$ cat src/rtl/fa_arb_pkg.sv
// Shared constants for the final-adder arbiter: requester identities and the
// default tag width.
package fa_arb_pkg;

  localparam int unsigned TAG_W_DEF = 4;

  typedef enum logic {
    REQ_MUL = 1'b0,
    REQ_MAC = 1'b1
  } req_id_e;

endpackage

$ cat src/rtl/rr_arb2.sv
// Two-way round-robin arbiter. Holds the priority pointer; a lone eligible
// requester always wins, the pointer only breaks ties.
module rr_arb2 (
  input  logic       clk,
  input  logic       rst,
  input  logic [1:0] eligible,
  input  logic       advance,
  output logic [1:0] grant
);

  logic ptr_q, ptr_d;

  always_comb begin
    grant = 2'b00;
    case (eligible)
      2'b01:   grant = 2'b01;
      2'b10:   grant = 2'b10;
      2'b11:   grant = ptr_q ? 2'b10 : 2'b01;
      default: grant = 2'b00;
    endcase
  end

  // After a grant the pointer favours the requester that lost this cycle.
  always_comb begin
    ptr_d = ptr_q;
    if (advance && (grant != 2'b00)) begin
      ptr_d = grant[0];
    end
  end

  always_ff @(posedge clk or posedge rst) begin
    if (rst) begin
      ptr_q <= 1'b0;
    end else begin
      ptr_q <= ptr_d;
    end
  end

endmodule

$ cat src/rtl/final_adder_arb.sv
// Shares one registered CSA-to-binary adder between the multiplier tree and
// the MAC accumulator, routing each result back to its issuer with its tag.
module final_adder_arb
  import fa_arb_pkg::*;
#(
  parameter int unsigned TAG_W = TAG_W_DEF
) (
  input  logic             clk,
  input  logic             rst,
  input  logic             r0_valid,
  output logic             r0_ready,
  input  logic [31:0]      r0_sum,
  input  logic [31:0]      r0_carry,
  input  logic [TAG_W-1:0] r0_tag,
  input  logic             r1_valid,
  output logic             r1_ready,
  input  logic [31:0]      r1_sum,
  input  logic [31:0]      r1_carry,
  input  logic [TAG_W-1:0] r1_tag,
  output logic             fa_v_in,
  output logic [31:0]      fa_sum,
  output logic [31:0]      fa_carry,
  input  logic [31:0]      fa_result,
  input  logic             fa_v_out,
  output logic             d0_valid,
  input  logic             d0_ready,
  output logic [31:0]      d0_result,
  output logic [TAG_W-1:0] d0_tag,
  output logic             d1_valid,
  input  logic             d1_ready,
  output logic [31:0]      d1_result,
  output logic [TAG_W-1:0] d1_tag,
  output logic             err
);

  logic [1:0]       eligible;
  logic [1:0]       grant;

  logic             infl_v_q, infl_v_d;
  req_id_e          infl_id_q, infl_id_d;
  logic [TAG_W-1:0] infl_tag_q, infl_tag_d;

  logic             d0_valid_q, d0_valid_d;
  logic [31:0]      d0_result_q, d0_result_d;
  logic [TAG_W-1:0] d0_tag_q, d0_tag_d;
  logic             d1_valid_q, d1_valid_d;
  logic [31:0]      d1_result_q, d1_result_d;
  logic [TAG_W-1:0] d1_tag_q, d1_tag_d;

  logic             err_q, err_d;
  logic             post_rst_q;
  logic             v_out_seen;
  logic             cap0, cap1;

  // A buffer being drained this cycle is as good as empty.
  always_comb begin
    eligible[0] = ~rst & r0_valid & ~(infl_v_q & (infl_id_q == REQ_MUL))
                  & (~d0_valid_q | d0_ready);
    eligible[1] = ~rst & r1_valid & ~(infl_v_q & (infl_id_q == REQ_MAC))
                  & (~d1_valid_q | d1_ready);
  end

  rr_arb2 u_rr_arb2 (
    .clk      (clk),
    .rst      (rst),
    .eligible (eligible),
    .advance  (fa_v_in),
    .grant    (grant)
  );

  assign r0_ready = grant[0];
  assign r1_ready = grant[1];
  assign fa_v_in  = grant[0] | grant[1];

  always_comb begin
    fa_sum   = 32'd0;
    fa_carry = 32'd0;
    if (grant[0]) begin
      fa_sum   = r0_sum;
      fa_carry = r0_carry;
    end else if (grant[1]) begin
      fa_sum   = r1_sum;
      fa_carry = r1_carry;
    end
  end

  always_comb begin
    infl_v_d   = grant[0] | grant[1];
    infl_id_d  = grant[1] ? REQ_MAC : REQ_MUL;
    infl_tag_d = infl_tag_q;
    if (grant[0]) begin
      infl_tag_d = r0_tag;
    end else if (grant[1]) begin
      infl_tag_d = r1_tag;
    end
  end

  // The adder's v_out is unreset, so it is not trusted in the first cycle
  // after reset release.
  assign v_out_seen = fa_v_out & ~post_rst_q;
  assign cap0       = v_out_seen & infl_v_q & (infl_id_q == REQ_MUL);
  assign cap1       = v_out_seen & infl_v_q & (infl_id_q == REQ_MAC);

  // A capture on the same edge as a drain wins and keeps the buffer full.
  always_comb begin
    d0_valid_d  = d0_valid_q;
    d0_result_d = d0_result_q;
    d0_tag_d    = d0_tag_q;
    if (cap0) begin
      d0_valid_d  = 1'b1;
      d0_result_d = fa_result;
      d0_tag_d    = infl_tag_q;
    end else if (d0_valid_q && d0_ready) begin
      d0_valid_d = 1'b0;
    end
  end

  always_comb begin
    d1_valid_d  = d1_valid_q;
    d1_result_d = d1_result_q;
    d1_tag_d    = d1_tag_q;
    if (cap1) begin
      d1_valid_d  = 1'b1;
      d1_result_d = fa_result;
      d1_tag_d    = infl_tag_q;
    end else if (d1_valid_q && d1_ready) begin
      d1_valid_d = 1'b0;
    end
  end

  // Result presence must track the in-flight flag exactly, in both directions.
  assign err_d = err_q | (v_out_seen ^ infl_v_q);

  always_ff @(posedge clk or posedge rst) begin
    if (rst) begin
      infl_v_q    <= 1'b0;
      infl_id_q   <= REQ_MUL;
      infl_tag_q  <= '0;
      d0_valid_q  <= 1'b0;
      d0_result_q <= 32'd0;
      d0_tag_q    <= '0;
      d1_valid_q  <= 1'b0;
      d1_result_q <= 32'd0;
      d1_tag_q    <= '0;
      err_q       <= 1'b0;
      post_rst_q  <= 1'b1;
    end else begin
      infl_v_q    <= infl_v_d;
      infl_id_q   <= infl_id_d;
      infl_tag_q  <= infl_tag_d;
      d0_valid_q  <= d0_valid_d;
      d0_result_q <= d0_result_d;
      d0_tag_q    <= d0_tag_d;
      d1_valid_q  <= d1_valid_d;
      d1_result_q <= d1_result_d;
      d1_tag_q    <= d1_tag_d;
      err_q       <= err_d;
      post_rst_q  <= 1'b0;
    end
  end

  assign d0_valid  = d0_valid_q;
  assign d0_result = d0_result_q;
  assign d0_tag    = d0_tag_q;
  assign d1_valid  = d1_valid_q;
  assign d1_result = d1_result_q;
  assign d1_tag    = d1_tag_q;
  assign err       = err_q;

endmodule
$ cat config.mk
export PLATFORM = sky130hd
export DESIGN_NAME = final_adder_arb
export DESIGN_NICKNAME = d
export VERILOG_FILES = /design/src/rtl/fa_arb_pkg.sv /design/src/rtl/rr_arb2.sv /design/src/rtl/final_adder_arb.sv
export SDC_FILE = /design/constraint.sdc
export NUM_CORES = 1
export LEC_CHECK = 0
export ABC_AREA = 0
export CORE_UTILIZATION = 25
export CTS_CLUSTER_SIZE = 10
export DETAILED_ROUTE_END_ITERATION = 12
export GPL_TIMING_DRIVEN = 0
export PLACE_DENSITY_LB_ADDON = 0.12
export SYNTH_ARGS = -nofsm -noshare
export SYNTH_HDL_FRONTEND = slang
export SYNTH_SLANG_ARGS = --single-unit
$ cat constraint.sdc
create_clock -name clk -period 4.6 [get_ports clk]
set_input_delay 0.92 -clock clk [delete_from_list [all_inputs] [get_ports clk]]
set_output_delay 0.92 -clock clk [all_outputs]
set_load 0.03 [all_outputs]
Yosys cells after proc, flatten, opt, wreduce, memory -nomap -nowiden
Index checks and enable logic that the tools add are counted.

Flip-flop bits (word level): 83. Latch bits: 0. RAM bits: 0. Bits in read-only memories: 0. Bits of input ports: 175. Output and inout port bits: 142. Word-level logic and storage cells: 58. Memories kept: 0.

Add/subtract/negate cells: 0. $mul: 0. Div/mod/pow operators: 0. Order comparisons: 0. Eq/ne operators: 3. Shifts and indexed selects: 0. Muxes and demuxes: 13. Bitwise gates (word level): 24. Reduce and logical (&&, ||, !) cells: 6.

Operators with widths (count): $mux W32 (4); $and A1 B1 Y1 (12); $mux W4 (2); $not A1 Y1 (7); $pmux W2 S3 (1); $reduce_bool A2 Y1 (3); $mux W1 (5); $eq A2 B2 Y1 const B (2); $or A1 B1 Y1 (4); $logic_and A1 B1 Y1 (3); $eq A2 B1 Y1 const B (1); $mux W2 (1); $xor A1 B1 Y1 (1).

Depth between registers and ports, before layout
Word-level depth: 9. Mapped depth: 7. Depth with buffers taken out: 5.

Modules after synthesis
Synthesis repeated with hierarchy kept, for this count alone.

Cell total of the unflattened synthesis: 281. Area total of the unflattened synthesis: 3993.8 µm².

Modules (own cells, without submodules): final_adder_arb (times used 1, cells an instance 274, area each 3935.0 µm², sequential area each 2053.2 µm²); rr_arb2 (times used 1, cells an instance 7, area each 58.8 µm², sequential area each 25.0 µm²).

Least setup slack after synthesis
No wires, ideal clock.

Path kind: input -> output. Start: input rst. End: output fa_sum[22]. Arrival: 3.300 ns. Data required time: 3.680 ns. Slack: 0.380 ns. Stages: 6. Path buffers: 1. Cell sequence: inv_2 -> nand4_2 -> o21bai_2 -> inv_2 -> buf_2 -> a22o_1.

Word-level cells in the longest chain between the ends: 8. Elaborated cells between the ends (all ways): 13. Those cells by class: eq/ne (3); mux (3); bitwise (7).

RTL lines: from (decl) (RTL line final_adder_arb.sv:9) `input logic rst,`; $not A1 Y1 * (RTL line final_adder_arb.sv:57, final_adder_arb.sv:59); $and A1 B1 Y1, on equally long branches (2 in a row) (RTL line final_adder_arb.sv:57, final_adder_arb.sv:59); $and A1 B1 Y1, on equally long branches (RTL line final_adder_arb.sv:58, final_adder_arb.sv:60); $eq A2 B2 Y1 / $eq A2 B1 Y1 (equally long branches) (RTL line rr_arb2.sv:15) `case (eligible)`; $pmux W2 S3 * (RTL line rr_arb2.sv:15); named net r1_ready (RTL line final_adder_arb.sv:16) `output logic r1_ready,`; $mux W32 * (RTL line final_adder_arb.sv:81) `end else if (grant[1]) begin`; $mux W32 * (RTL line final_adder_arb.sv:78) `if (grant[0]) begin`; to (decl) (RTL line final_adder_arb.sv:21) `output logic [31:0] fa_sum,`.

Mark *: on every way through the listed nets, which the timed path passes. The rest lies on a longest branch.

Worst setup path after layout
Start: input rst. End: output fa_sum[31].

Word-level cells in the longest chain between the ends: 8. Elaborated cells between the ends (all ways): 13. Those cells by class: eq/ne (3); mux (3); bitwise (7).

RTL lines (RTL line): $not A1 Y1 * (final_adder_arb.sv:57, final_adder_arb.sv:59); $and A1 B1 Y1, on equally long branches (2 in a row) (final_adder_arb.sv:57, final_adder_arb.sv:59); $and A1 B1 Y1, on equally long branches (final_adder_arb.sv:58, final_adder_arb.sv:60); $eq A2 B2 Y1 / $eq A2 B1 Y1 (equally long branches) (rr_arb2.sv:15); $pmux W2 S3 * (rr_arb2.sv:15); $mux W32 (final_adder_arb.sv:81); $mux W32 * (final_adder_arb.sv:78).

Mark *: on every way between the ends. The rest lies on a longest branch, timed or not.

==> results_dict.tcl <==
set metrics [dict create \
    gr-usage-met1_pct 21.3 \
    cp_cell_sequence "clkdlybuf4s50_1, bufinv_16, buf_16, o2111ai_4, o21bai_2, inv_2, buf_6, a22o_1, clkdlybuf4s50_1" \
    slew_viol_final 0 \
    gp_congestion 0.845 \
    crit_type "in -> out" \
    layout-drive-gt1-share_pct 20.5 \
    grt_max_degree 44 \
    clock_skew_ps 4.04 \
    holdWs_ps 502 \
    cts_made_buffers 9 \
    fin_util_pct 51.4 \
    crit-reg2reg-launch "post_rst_q" \
    n_fill_cell 1382 \
    synth_area_per_cell_um2 14.2 \
    grt_pass1_wl_um 22800 \
    worstReg2RegEnd "d1_result[3]" \
    cp-endpoint "fa_sum[31]" \
    final_common_cell "clkdlybuf4s50_1" \
    drtAntennaViolNets 0 \
    p_leak_nw 3.48 \
    r2r_slack_ps 2590 \
    ys_ff_latch 83 \
    die_y_um 126 \
    cts_buffer_depth 2 \
    setup_violations 0 \
    rows 44 \
    dr.pass1.iters 4 \
    power.density_mw_per_mm2 435 \
    cts_root_buf "clkbuf_16" \
    rsz0062_at_grt "false" \
    hold_class "reg -> reg" \
    gr-usage-met2_pct 33.6 \
    dp_hpwl_um 12500 \
    grt_pass1_vias 3962 \
    syn_inst 271 \
    dieArea_mm2 0.0158 \
    period_share_pct 95.3 \
    die_w_um 126 \
    synth_ff_type "dfrtp_1" \
    area_growth_pct 97.6 \
    htreeDepth 3 \
    yosysWarnings 0 \
    clock-sinks 83 \
    portBuffers 316 \
    core_mm2 0.0148 \
    drc 0 \
    crit_cells 9 \
    path_max_fanout 44 \
    final_cells 790 \
    startpoint "rst" \
    clk_latency_ps 330 \
    vias_per_cell 4.66 \
    critPathSlowestCell "clkdlybuf4s50_1" \
    crit_top_cell "clkdlybuf4s50_1" \
    crit_buf_inv 6 \
    cts_tree "built" \
    peakVddDrop_uv 300 \
    fmax_mhz 228 \
    netlist-cell-type-count 21 \
    startpoint_type "primary input" \
    drtIter0Drc 82 \
    ctsHoldBuffers 0 \
    gr-total-overflow 0 \
    fin_nets 776 \
    max_cap_viol_count 0 \
    grt.busiest_layer "met2" \
    antenna_found_initial 1 \
    hold_viol_final 0 \
    synth_edf_count 0 \
    wl_per_cell_um 19.9 \
    dp.cells 772 \
    cp-end-kind "output pin" \
    reg2reg_depth 5 \
    tns_ps 0 \
    cp_data_required_time_ps 3680 \
    grt_usage_pct 19.1 \
    io_pins 317 \
    status "complete, no violations" \
    min_period_ps 4380 \
    ys_seq_area_share_pct 54.2 \
    met3_usage_pct 5.86 \
    crit_family "buffers and inverters" \
    max_stage_delay_ps 670 \
    syn-cell-area_mm2 0.00384 \
    final.setup.worst_slack_ps 218 \
    final_cell_mix "251 x clkdlybuf4s50_1, 82 x dfrtp_1, 72 x mux2_2" \
    cp_data_arrival_time_ps 3460 \
    initial_utilization_pct 26.0 \
    ys_async_sr_fraction_pct 100 \
    clk_pin_slew_ps 60 \
    pre_cts_slack_ps -446 \
    wl_um 15700 \
    vias 3683 \
    syn_nets 447 \
]
==> synth_stat cells (all sizes together), types with 2 or more instances <==
| cell | instances | share of area [%] |
|---|---|---|
| o221a | 4 | 1.2 |
| nand2b | 3 | 0.49 |
| buf | 21 | 4.1 |
| nand3b | 4 | 0.78 |
| dfrtp | 82 | 53 |
| nand2 | 6 | 0.59 |
| mux2 | 72 | 21 |
| a22o | 64 | 15 |
| o21bai | 2 | 0.59 |
| inv | 5 | 0.49 |
==> final cells by class <==
cell class / count / area, um^2 / area share (%)
inverters: 5 / 45.0 / 0.594
diodes: 1 / 2.50 / 0.0330
multi-input cells: 162 / 1590 / 21.0
clock inverters: 4 / 72.6 / 0.957
well taps: 184 / 230 / 3.04
clock buffers: 12 / 256 / 3.38
flip-flops and latches: 83 / 2080 / 27.4
plain buffers: 21 / 158 / 2.08
repair buffers: 318 / 3150 / 41.5
==> worst register-to-register path, delay by kind of cell, from the launching register on <==
kind,cells,cell delay [ps]
DFF,1,510
buffers and inverters,1,390
muxes,1,390
and+or+nand+nor,2,410
adders and majority gates,1,190
==> cells by family (layout without fill, tap and decap cells) <==
logic type / Yosys count / after routing / share of synthesized area (%)
multiplexers: 72 / 72 / 21.1
flip-flops: 83 / 83 / 54.2
other: 1 / 2 / 0.0977
AND/OR/NAND/NOR: 16 / 16 / 2.51
AO/OA/AOI/OAI: 72 / 72 / 17.2
adder cells (fa/ha/maj): 1 / 1 / 0.326
buffers and inverters: 26 / 360 / 4.60
==> worst min-delay path by stage <==
stage,slack [ps],from,endpoint,cells past startpoint
floorplan,490,infl_tag_q[0],d0_tag[0],1
global placement,490,d0_result[0],d0_result[0],1
detailed placement,490,d0_result[13],d0_result[13],1
CTS,510,d1_result[25],d1_result[25],1
global route,530,d0_result[16],d0_result[16],1
finish,500,d1_result[25],d1_result[25],1
==> metal layers <==
layer / share of wire [%] / vias up
met5: 0 / -
met4: 2.2 / 0
met3: 7.6 / 20
met2: 51 / 176
met1: 39 / 1798
li1: - / 1689
==> power breakdown <==
| group | internal, W | leakage, nW | switching, W |
|---|---|---|---|
| combinational | 0.000701 | 2.31 | 0.000771 |
| clock | 0.000504 | 0.159 | 0.000281 |
| sequential | 0.000933 | 1.01 | 0.000110 |
| total | 0.00214 | 3.48 | 0.00116 |
==> per-stage QoR <==
| stage | instance area, um^2 | power (W) |
|---|---|---|
| after detailed placement | 7260 | 0.00256 |
| after global placement | 7230 | 0.00254 |
| final | 7580 | 0.00330 |
| after global routing | 7580 | 0.00344 |
| after floorplan | 3840 | 0.00182 |
| after CTS | 7550 | 0.00334 |
==> registers in the layout (all words and copies together) (netlist names) <==
name and flops:
post_rst_q 1, d1_tag 4, infl_v_q 1, d0_tag 4, d1_valid 1, d0_valid 1
d1_result 32, u_rr_arb2.ptr_q 1, infl_tag_q 4, d0_result 32, infl_id_q 1, err 1
==> what timing repair did <==
| action | in CTS | in global routing |
|---|---|---|
| endpoints found under the setup margin | 66 | 10 |
| setup buffers | 0 | 0 |
| cloned | 0 | 1 |
| resized for setup | 65 | 7 |
| pin swaps | 0 | 0 |
Power figures use the tool's default switching activity.
